[config.mk]
export PLATFORM = sky130hd
export DESIGN_NAME = id_ex_stage
export DESIGN_NICKNAME = d
export VERILOG_FILES = /design/src/rtl/pipe_pkg.sv /design/src/rtl/id_ex_hazard_unit.sv /design/src/rtl/id_ex_stage.sv
export SDC_FILE = /design/constraint.sdc
export NUM_CORES = 1
export LEC_CHECK = 0
export ABC_AREA = 1
export BUFFER_PORTS_ARGS = -buffer_cell sky130_fd_sc_hd__buf_2
export CAP_MARGIN = 20
export CORE_MARGIN = 2
export CORE_UTILIZATION = 30
export CTS_CLUSTER_DIAMETER = 50
export DETAILED_ROUTE_END_ITERATION = 7
export SETUP_SLACK_MARGIN = 0.5
export SLEW_MARGIN = 15
export SYNTH_ARGS = -nofsm -noshare
export SYNTH_HDL_FRONTEND = slang
export SYNTH_SLANG_ARGS = --single-unit
[constraint.sdc]
create_clock -name clk -period 3.7 [get_ports clk]
set_clock_uncertainty 0.2 [all_clocks]
set_input_delay 0.37 -clock clk [delete_from_list [all_inputs] [get_ports clk]]
set_output_delay 0.37 -clock clk [all_outputs]
set_load 0.01 [all_outputs]
[src/rtl/pipe_pkg.sv]
// Shared pipeline types: decoder control word, opcodes, register constants.
// Imported by the ID/EX stage and its hazard unit.
package pipe_pkg;

  typedef struct packed {
    logic       reg_write;
    logic       reg_dst;
    logic       alu_src;
    logic       mem_read;
    logic       mem_write;
    logic       mem_to_reg;
    logic       branch;
    logic       jump;
    logic [1:0] imm_src;
  } ctrl_t;

  localparam logic [6:0] OP_R      = 7'b0110011;
  localparam logic [6:0] OP_LOAD   = 7'b0000011;
  localparam logic [6:0] OP_ALUI   = 7'b0010011;
  localparam logic [6:0] OP_STORE  = 7'b0100011;
  localparam logic [6:0] OP_BRANCH = 7'b1100011;
  localparam logic [6:0] OP_JAL    = 7'b1101111;
  localparam logic [6:0] OP_JALR   = 7'b1100111;

  localparam logic [4:0] REG_ZERO  = 5'd0;

endpackage

[src/rtl/id_ex_hazard_unit.sv]
// Load-use hazard detect: instruction in ID reads the rd of a load in EX.
// Purely combinational; flush gating is applied by the stage.
module id_ex_hazard_unit
  import pipe_pkg::*;
(
  input  logic       id_valid,
  input  logic [6:0] id_opcode,
  input  logic       id_jump,
  input  logic       id_reg_dst,
  input  logic       id_mem_write,
  input  logic       id_branch,
  input  logic [4:0] id_rs1,
  input  logic [4:0] id_rs2,
  input  logic       ex_valid,
  input  logic       ex_mem_read,
  input  logic [4:0] ex_rd,
  output logic       hazard
);

  logic use_rs1;
  logic use_rs2;
  logic hit_rs1;
  logic hit_rs2;
  logic ex_load;

  // JAL carries no rs1; its rs1 bit-field is immediate bits
  assign use_rs1 = ~(id_jump & (id_opcode == OP_JAL));
  assign use_rs2 = id_reg_dst | id_mem_write | id_branch;

  assign hit_rs1 = use_rs1 & (id_rs1 == ex_rd);
  assign hit_rs2 = use_rs2 & (id_rs2 == ex_rd);

  assign ex_load = ex_valid & ex_mem_read & (ex_rd != REG_ZERO);

  assign hazard = ex_load & id_valid & (hit_rs1 | hit_rs2);

endmodule

[src/rtl/id_ex_stage.sv]
// ID/EX pipeline register with valid/ready handshake, branch flush,
// single-bubble load-use interlock and saturating bubble counter.
module id_ex_stage
  import pipe_pkg::*;
#(
  parameter int XLEN  = 32,
  parameter int CNT_W = 16
) (
  input  logic             clk,
  input  logic             rst,
  input  logic             id_valid,
  output logic             id_ready,
  input  logic [6:0]       id_opcode,
  input  ctrl_t            id_ctrl,
  input  logic [4:0]       id_rs1,
  input  logic [4:0]       id_rs2,
  input  logic [4:0]       id_rd,
  input  logic [XLEN-1:0]  id_rs1_data,
  input  logic [XLEN-1:0]  id_rs2_data,
  input  logic [XLEN-1:0]  id_imm,
  input  logic [XLEN-1:0]  id_pc,
  input  logic             flush,
  output logic             ex_valid,
  input  logic             ex_ready,
  output ctrl_t            ex_ctrl,
  output logic [4:0]       ex_rs1,
  output logic [4:0]       ex_rs2,
  output logic [4:0]       ex_rd,
  output logic [XLEN-1:0]  ex_rs1_data,
  output logic [XLEN-1:0]  ex_rs2_data,
  output logic [XLEN-1:0]  ex_imm,
  output logic [XLEN-1:0]  ex_pc,
  output logic             hazard_stall,
  output logic [CNT_W-1:0] bubble_cnt
);

  logic adv;
  logic hazard;

  id_ex_hazard_unit u_hazard (
    .id_valid     (id_valid),
    .id_opcode    (id_opcode),
    .id_jump      (id_ctrl.jump),
    .id_reg_dst   (id_ctrl.reg_dst),
    .id_mem_write (id_ctrl.mem_write),
    .id_branch    (id_ctrl.branch),
    .id_rs1       (id_rs1),
    .id_rs2       (id_rs2),
    .ex_valid     (ex_valid),
    .ex_mem_read  (ex_ctrl.mem_read),
    .ex_rd        (ex_rd),
    .hazard       (hazard)
  );

  assign adv          = ~ex_valid | ex_ready;
  assign hazard_stall = hazard & ~flush;
  // flush always drains decode, even while EX is held
  assign id_ready     = flush | (adv & ~hazard);

  always_ff @(posedge clk) begin
    if (rst) begin
      ex_valid    <= 1'b0;
      ex_ctrl     <= '0;
      ex_rs1      <= '0;
      ex_rs2      <= '0;
      ex_rd       <= '0;
      ex_rs1_data <= '0;
      ex_rs2_data <= '0;
      ex_imm      <= '0;
      ex_pc       <= '0;
      bubble_cnt  <= '0;
    end else if (flush) begin
      ex_valid    <= 1'b0;
      ex_ctrl     <= '0;
      ex_rs1      <= '0;
      ex_rs2      <= '0;
      ex_rd       <= '0;
      ex_rs1_data <= '0;
      ex_rs2_data <= '0;
      ex_imm      <= '0;
      ex_pc       <= '0;
    end else if (adv) begin
      if (hazard) begin
        ex_valid    <= 1'b0;
        ex_ctrl     <= '0;
        ex_rs1      <= '0;
        ex_rs2      <= '0;
        ex_rd       <= '0;
        ex_rs1_data <= '0;
        ex_rs2_data <= '0;
        ex_imm      <= '0;
        ex_pc       <= '0;
        if (bubble_cnt != '1) begin
          bubble_cnt <= bubble_cnt + 1'b1;
        end
      end else if (id_valid) begin
        ex_valid    <= 1'b1;
        ex_ctrl     <= id_ctrl;
        ex_rs1      <= id_rs1;
        ex_rs2      <= id_rs2;
        ex_rd       <= id_rd;
        ex_rs1_data <= id_rs1_data;
        ex_rs2_data <= id_rs2_data;
        ex_imm      <= id_imm;
        ex_pc       <= id_pc;
      end else begin
        ex_valid <= 1'b0;
        ex_ctrl  <= '0;
      end
    end
  end

endmodule

==> results of run 1 <==
[cell families (layout without fill, tap and decap cells)]
kind of cell	after synthesis	in the layout	synth area share, %
fa+ha+maj	1	1	0.189
xor+xnor	4	4	0.529
buf+inv	103	566	7.14
compound gates	158	158	12.6
simple gates	478	478	28.2
flops	170	170	51.4
[through the flow]
stage               area [um^2]  utilization, %  worst slack (ns)  power (mW)
global placement           8470            38.9              1.11        2.34
global route              10400            48.0             0.812        4.35
finish                    10400            48.0              1.00        4.17
CTS                       10400            48.0              1.02        4.22
detailed placement         8470            38.9              1.10        2.35
floorplan                  6630               -              1.78        2.16
[Yosys cell counts, drive strengths merged]
cell | n | area, um^2
nand4 | 16 | 100
nor2 | 67 | 262
buf | 35 | 218
o21ai | 3 | 15.0
nand3 | 8 | 45.0
clkbuf | 18 | 67.6
clkinv | 3 | 11.3
xnor2 | 2 | 17.5
or2 | 1 | 6.26
nand2 | 383 | 1440
ha | 1 | 12.5
a21oi | 155 | 817
xor2 | 2 | 17.5
dfxtp | 170 | 3400
inv | 47 | 176
nor3 | 3 | 15.0
[repair_timing]
action	in CTS	in global routing
resized for setup	0	0
hold buffers	140	0
endpoints found under the hold margin	140	0
[sequential cells by signal, summed over array words and instances, names as in the netlist]
name         cells
ex_rs1           5
ex_ctrl         10
ex_rs2_data     32
ex_rs2           5
ex_rs1_data     32
ex_valid         1
bubble_cnt      16
ex_pc           32
ex_imm          32
ex_rd            5
[area by class of cell]
| cell class | count | area share [%] |
|---|---|---|
| Multi-Input combinational cell | 641 | 26.4 |
| Clock buffer | 19 | 4.24 |
| Clock inverter | 13 | 1.27 |
| Tap cell | 280 | 3.35 |
| Sequential cell | 170 | 32.6 |
| Inverter | 50 | 1.80 |
| Timing Repair Buffer | 484 | 30.3 |
[cell usage in the layout, fill, tap and decap left out, types with 7 or more instances in the layout]
master and count:
dfxtp_1 170, inv_1 43, buf_2 336, nand4_1 16, nand3_1 7, nand2_1 380, a21oi_2 11, dlygate4sd3_1 140
nor2_1 65, clkbuf_16 17, a21oi_1 144
[worst max-delay path: cells and delay by family]
kind | cells | cell delay (ns)
compound gates | 2 | 0.27
buf+inv | 4 | 1.50
simple gates | 5 | 0.61
[power by group through the flow]
| stage | Combinational [mW] | Clock [mW] | Sequential, mW |
|---|---|---|---|
| detailed placement | 0.396 | 0 | 1.95 |
| global route | 0.567 | 1.87 | 1.92 |
| global placement | 0.394 | 0 | 1.95 |
| finish | 0.515 | 1.74 | 1.91 |
| CTS | 0.513 | 1.80 | 1.91 |
| floorplan | 0.186 | 0 | 1.97 |
[how the worst max path moves through the flow]
stage / start / depth (start not counted) / endpoint
6_report: id_ctrl[3] / 11 / ex_pc[0]
5_1_grt: id_ctrl[3] / 11 / ex_pc[0]
4_1_cts: id_ctrl[3] / 11 / ex_ctrl[5]
3_5_place_dp: id_ctrl[8] / 10 / ex_ctrl[5]
3_3_place_gp: id_rs1[2] / 14 / ex_ctrl[5]
2_1_floorplan: ex_rd[1] / 8 / id_ready
[per-layer routing]
metal  track usage (%)  wire length (um)  vias to the layer above
met1              21.7              9340                     3285
met3              5.20              1450                       57
li1                  -                 -                     3767
met4              8.51               759                        0
met2              31.1             10500                      249
met5                 0                 0                        -
==> results.json, run 1 <==
{
  "status": "complete, no violations",
  "worstMarginPinSlew_ns": 0.917,
  "numClockSinks": 170,
  "h-tree-depth": 4,
  "p_switching_mw": 1.12,
  "syn2layout_area_growth_pct": 57.7,
  "drive_gt1_share_pct": 28.8,
  "dpl.hpwl_um": 13900,
  "drcViolationCount": 0,
  "n_antenna_cell": 0,
  "synth-seq-cells": 170,
  "peakVddDrop_mv": 0.273,
  "relSlewSlack_pct": 38.9,
  "first_pass_iters": 4,
  "grt_pass1_vias": 7305,
  "fmaxAchievable_mhz": 370,
  "die_height_um": 153,
  "clk_latency_ns": 0.42,
  "clockRootBuffer": "clkbuf_16",
  "cts-root-to-sink-buffers": 2,
  "seq_area_frac_synth_pct": 51.4,
  "yosysWarnings": 0,
  "path_clk_slew_ns": 0.07,
  "die_area_um2": 23300,
  "path_cells": "dlygate4sd3_1 > buf_2 > nor3_1 > nor2_1 > nand3_1 > a21oi_2 > buf_4 > nor2_4 > buf_4 > nand2_1 > a21oi_1",
  "cp_max_fo": 89,
  "grt_remaining_overflow": 0,
  "seqCellArea_um2": 3400,
  "fillers": 2129,
  "fin_crit_ns": 2.70,
  "synthDistinctLibCells": 26,
  "crit_slowest_cell": "buf_4",
  "crit_top_cell": "buf_4",
  "antenna_found_initial": 0,
  "final_cells": 1657,
  "placedCellCount": 1485,
  "whs_ns": 0.0188,
  "maxSlewViolCount": 0,
  "pwr-share-comb_pct": 12.4,
  "io_buffers": 336,
  "drt_wl_total_um": 22000,
  "min_path_cells": 3,
  "die_x_um": 153,
  "holdPathEnd": "ex_rs2[0]",
  "crit_path_max_incr_delay_ns": 0.66,
  "place_congestion": 0.812,
  "worst_ep_required_time_ns": 3.84,
  "drt_iter0_drc": 441,
  "syn_nets": 1080,
  "cap_violations": 0,
  "coreArea_um2": 21800,
  "worst_setup_path_start_kind": "input pin",
  "row_count": 54,
  "netSwitchingFraction_pct": 26.8,
  "p_leak_nw": 4.95,
  "p_seq_share_pct": 45.8,
  "rr_endpoint": "ex_pc[0]",
  "grt_usage_pct": 18.4,
  "reg2reg_depth": 12,
  "rrSetupSlack_ns": 1.18,
  "fin_crit_sh_pct": 73.0,
  "syn_avg_cell_area_um2": 7.25,
  "worstHoldStart": "id_rs2[0]",
  "viasPerCell": 4.44,
  "syn-cell-area_um2": 6630,
  "arrival_ns": 2.84,
  "final_hold_viol_count": 0,
  "cts_made_buffers": 17,
  "p_int_mw": 3.05,
  "initial_core_util_pct": 30.5,
  "final_nets": 1530,
  "post_cts_buffers": 0,
  "endpoint_kind": "flip-flop",
  "path_class": "in -> reg",
  "cts_tree": "yes",
  "rsz0062_at_grt": "false",
  "grt_first_pass_wirelength_um": 35700,
  "grt_max_degree": 144,
  "multi_input_area_um2": 2760,
  "p_per_area_nw_per_um2": 399,
  "pwr-share-clk_pct": 41.8,
  "min_path_type": "in -> reg",
  "ant_nets": 0,
  "routedWlPerCell_um": 13.3,
  "boundaryPins": 337,
  "finalSetupViolCount": 0,
  "netlist_instances": 914,
  "r2r_start": "ex_rd[1]",
  "dr_total_vias": 7358,
  "tns_ns": 0
}
Note: power is estimated with default switching activity, not from simulation.
==> run 2: changes to the inputs <==
Clock period 3.7 ns to 2.2 ns, I/O delays scaled along.
==> run 2 against run 1 <==
Final area increased by 28%. Total power rose by 85%. Final cell count up 4.2%. Flip-flop and latch count stayed put. Via count up 11%. Hold slack gained 0.057 ns. Non-clock buffer count grew 68. Count of clock-buffer cells in the layout unchanged. Critical endpoint is now ex_pc[26]. Largest cell class is now multi-input combinational cells.
==> results.json, run 2 (synthesis gave the netlist of run 1 again) <==
{
  "dpl.hpwl_um": 14200,
  "final_nets": 1598,
  "p_switching_mw": 2.28,
  "path_clk_slew_ns": 0.08,
  "crit_path_max_incr_delay_ns": 0.38,
  "holdPathEnd": "ex_ctrl[1]",
  "viasPerCell": 4.75,
  "path_buf_inv": 4,
  "mostFrequentLayoutCell": "buf_2",
  "arrival_ns": 2.33,
  "grt_remaining_overflow": 0,
  "place_area_um2": 8610,
  "maxSlewViolCount": 0,
  "drive_gt1_share_pct": 53.2,
  "cpLargestDelayFamily": "simple AND/OR/NAND/NOR gates",
  "initial_core_util_pct": 30.5,
  "rr_endpoint": "ex_pc[26]",
  "finalSetupViolCount": 0,
  "first_pass_iters": 5,
  "row_count": 54,
  "layout_common_cells": "buf_2 (336), nand2_1 (216), dfxtp_1 (159), dlygate4sd3_1 (154), a21oi_2 (144)",
  "reg2reg_depth": 11,
  "path_class": "reg -> reg",
  "h-tree-depth": 4,
  "drcViolationCount": 0,
  "status": "complete, no violations",
  "syn2layout_area_growth_pct": 102,
  "worstHoldStart": "ex_ready",
  "coreArea_um2": 21800,
  "die_height_um": 153,
  "rsz0062_at_grt": "true",
  "min_path_cells": 5,
  "cts_made_buffers": 17,
  "endpoint_kind": "flip-flop",
  "path_cells": "nor2_1 > nand4_1 > nand4_1 > a21oi_2 > buf_4 > nor2_4 > buf_12 > buf_12 > buf_16 > nand2_2 > a21oi_2",
  "placedCellCount": 1492,
  "place_congestion": 0.838,
  "worstMarginPinSlew_ns": 0.561,
  "clk_latency_ns": 0.42,
  "routedWlPerCell_um": 17.3,
  "drt_iter0_drc": 404,
  "p_leak_nw": 6.28,
  "r2r_start": "ex_rd[0]",
  "relSlewSlack_pct": 62.6,
  "grt_usage_pct": 22.9,
  "antenna_found_initial": 1,
  "p_per_area_nw_per_um2": 577,
  "grt_max_degree": 110,
  "worst_ep_required_time_ns": 2.36,
  "cts_tree": "yes",
  "ant_nets": 0,
  "boundaryPins": 337,
  "cap_violations": 0,
  "final_hold_viol_count": 0,
  "worst_setup_path_start_kind": "flip-flop",
  "grt_first_pass_wirelength_um": 42900,
  "pwr-share-comb_pct": 20.1,
  "fin_crit_ns": 2.17,
  "crit_slowest_cell": "dfxtp_4",
  "dr_total_vias": 8193,
  "p_int_mw": 5.42,
  "cp_max_fo": 7,
  "netSwitchingFraction_pct": 29.6,
  "cts-root-to-sink-buffers": 2,
  "fin_area_um2": 13400,
  "clockRootBuffer": "clkbuf_16",
  "rrSetupSlack_ns": 0.03,
  "peakVddDrop_mv": 0.494,
  "fmaxAchievable_mhz": 460,
  "fin_crit_sh_pct": 98.7,
  "drt_wl_total_um": 29800,
  "numClockSinks": 170,
  "die_x_um": 153,
  "fin_util_pct": 61.4,
  "p_seq_share_pct": 41.6,
  "final_cells": 1726,
  "whs_ns": 0.0761,
  "min_path_type": "in -> reg",
  "grt_pass1_vias": 8143,
  "die_area_um2": 23300,
  "io_buffers": 336,
  "pwr-share-clk_pct": 38.3
}
## run 2: layout make-up
type / count / area (um^2)
clock inverters: 13 / 124
well taps: 280 / 350
clock buffers: 19 / 433
fillers: 1698 / 8400
repair buffers: 552 / 4400
flip-flops and latches: 170 / 3430
inverters: 50 / 188
diodes: 1 / 2.50
multi-input cells: 641 / 4430
## run 2: metrics by stage
stage / power [mW] / TNS [ns] / setup WS (ns)
2_1_floorplan: 3.63 / 0 / 0.485
4_1_cts: 7.49 / 0 / 0.108
3_5_place_dp: 3.96 / 0 / 0.244
5_1_grt: 7.98 / -0.462 / -0.0410
6_report: 7.70 / 0 / 0.0275
3_3_place_gp: 3.96 / 0 / 0.240
## run 2: timing repair
| item | in CTS | in global routing |
|---|---|---|
| endpoints found under the hold margin | 154 | 0 |
| gates resized for setup | 218 | 283 |
| cloned | 21 | 2 |
| setup buffers | 20 | 4 |
| pin swaps | 35 | 67 |
| hold buffers | 154 | 0 |
| setup endpoints to repair | 171 | 172 |
## run 2: worst max path at each step
stage / startpoint / to / slack, ns / cells after the start
global placement: id_rs1[2] / ex_ctrl[3] / 0.24 / 13
global route: ex_rd[0] / ex_pc[22] / -0.04 / 11
detailed placement: id_ctrl[8] / ex_ctrl[3] / 0.24 / 9
CTS: ex_rd[0] / id_ready / 0.11 / 8
floorplan: ex_rd[2] / ex_rs2_data[0] / 0.49 / 13
finish: ex_rd[0] / ex_pc[26] / 0.03 / 11
## run 2: tightest hold or removal path: cells and delay by family
kind	cells	cell delay (ns)
AND/OR/NAND/NOR	2	0.11
buffers and inverters	2	0.27
AO/OA/AOI/OAI	1	0.05
## run 2: routing by layer
metal | wire [um] | global-route usage (%) | up-vias
li1 | - | - | 3937
met1 | 11600 | 26.5 | 3872
met2 | 15400 | 40.2 | 312
met3 | 1800 | 6.23 | 72
met4 | 1040 | 8.95 | 0
met5 | 0 | 0 | -
## run 2: power groups by stage
stage	sequential (mW)	combinational [mW]	clock [mW]
after global routing	3.21	1.63	3.14
after detailed placement	3.27	0.685	0
after floorplan	3.32	0.313	0
final	3.21	1.55	2.95
after CTS	3.20	1.29	3.00
after global placement	3.27	0.686	0
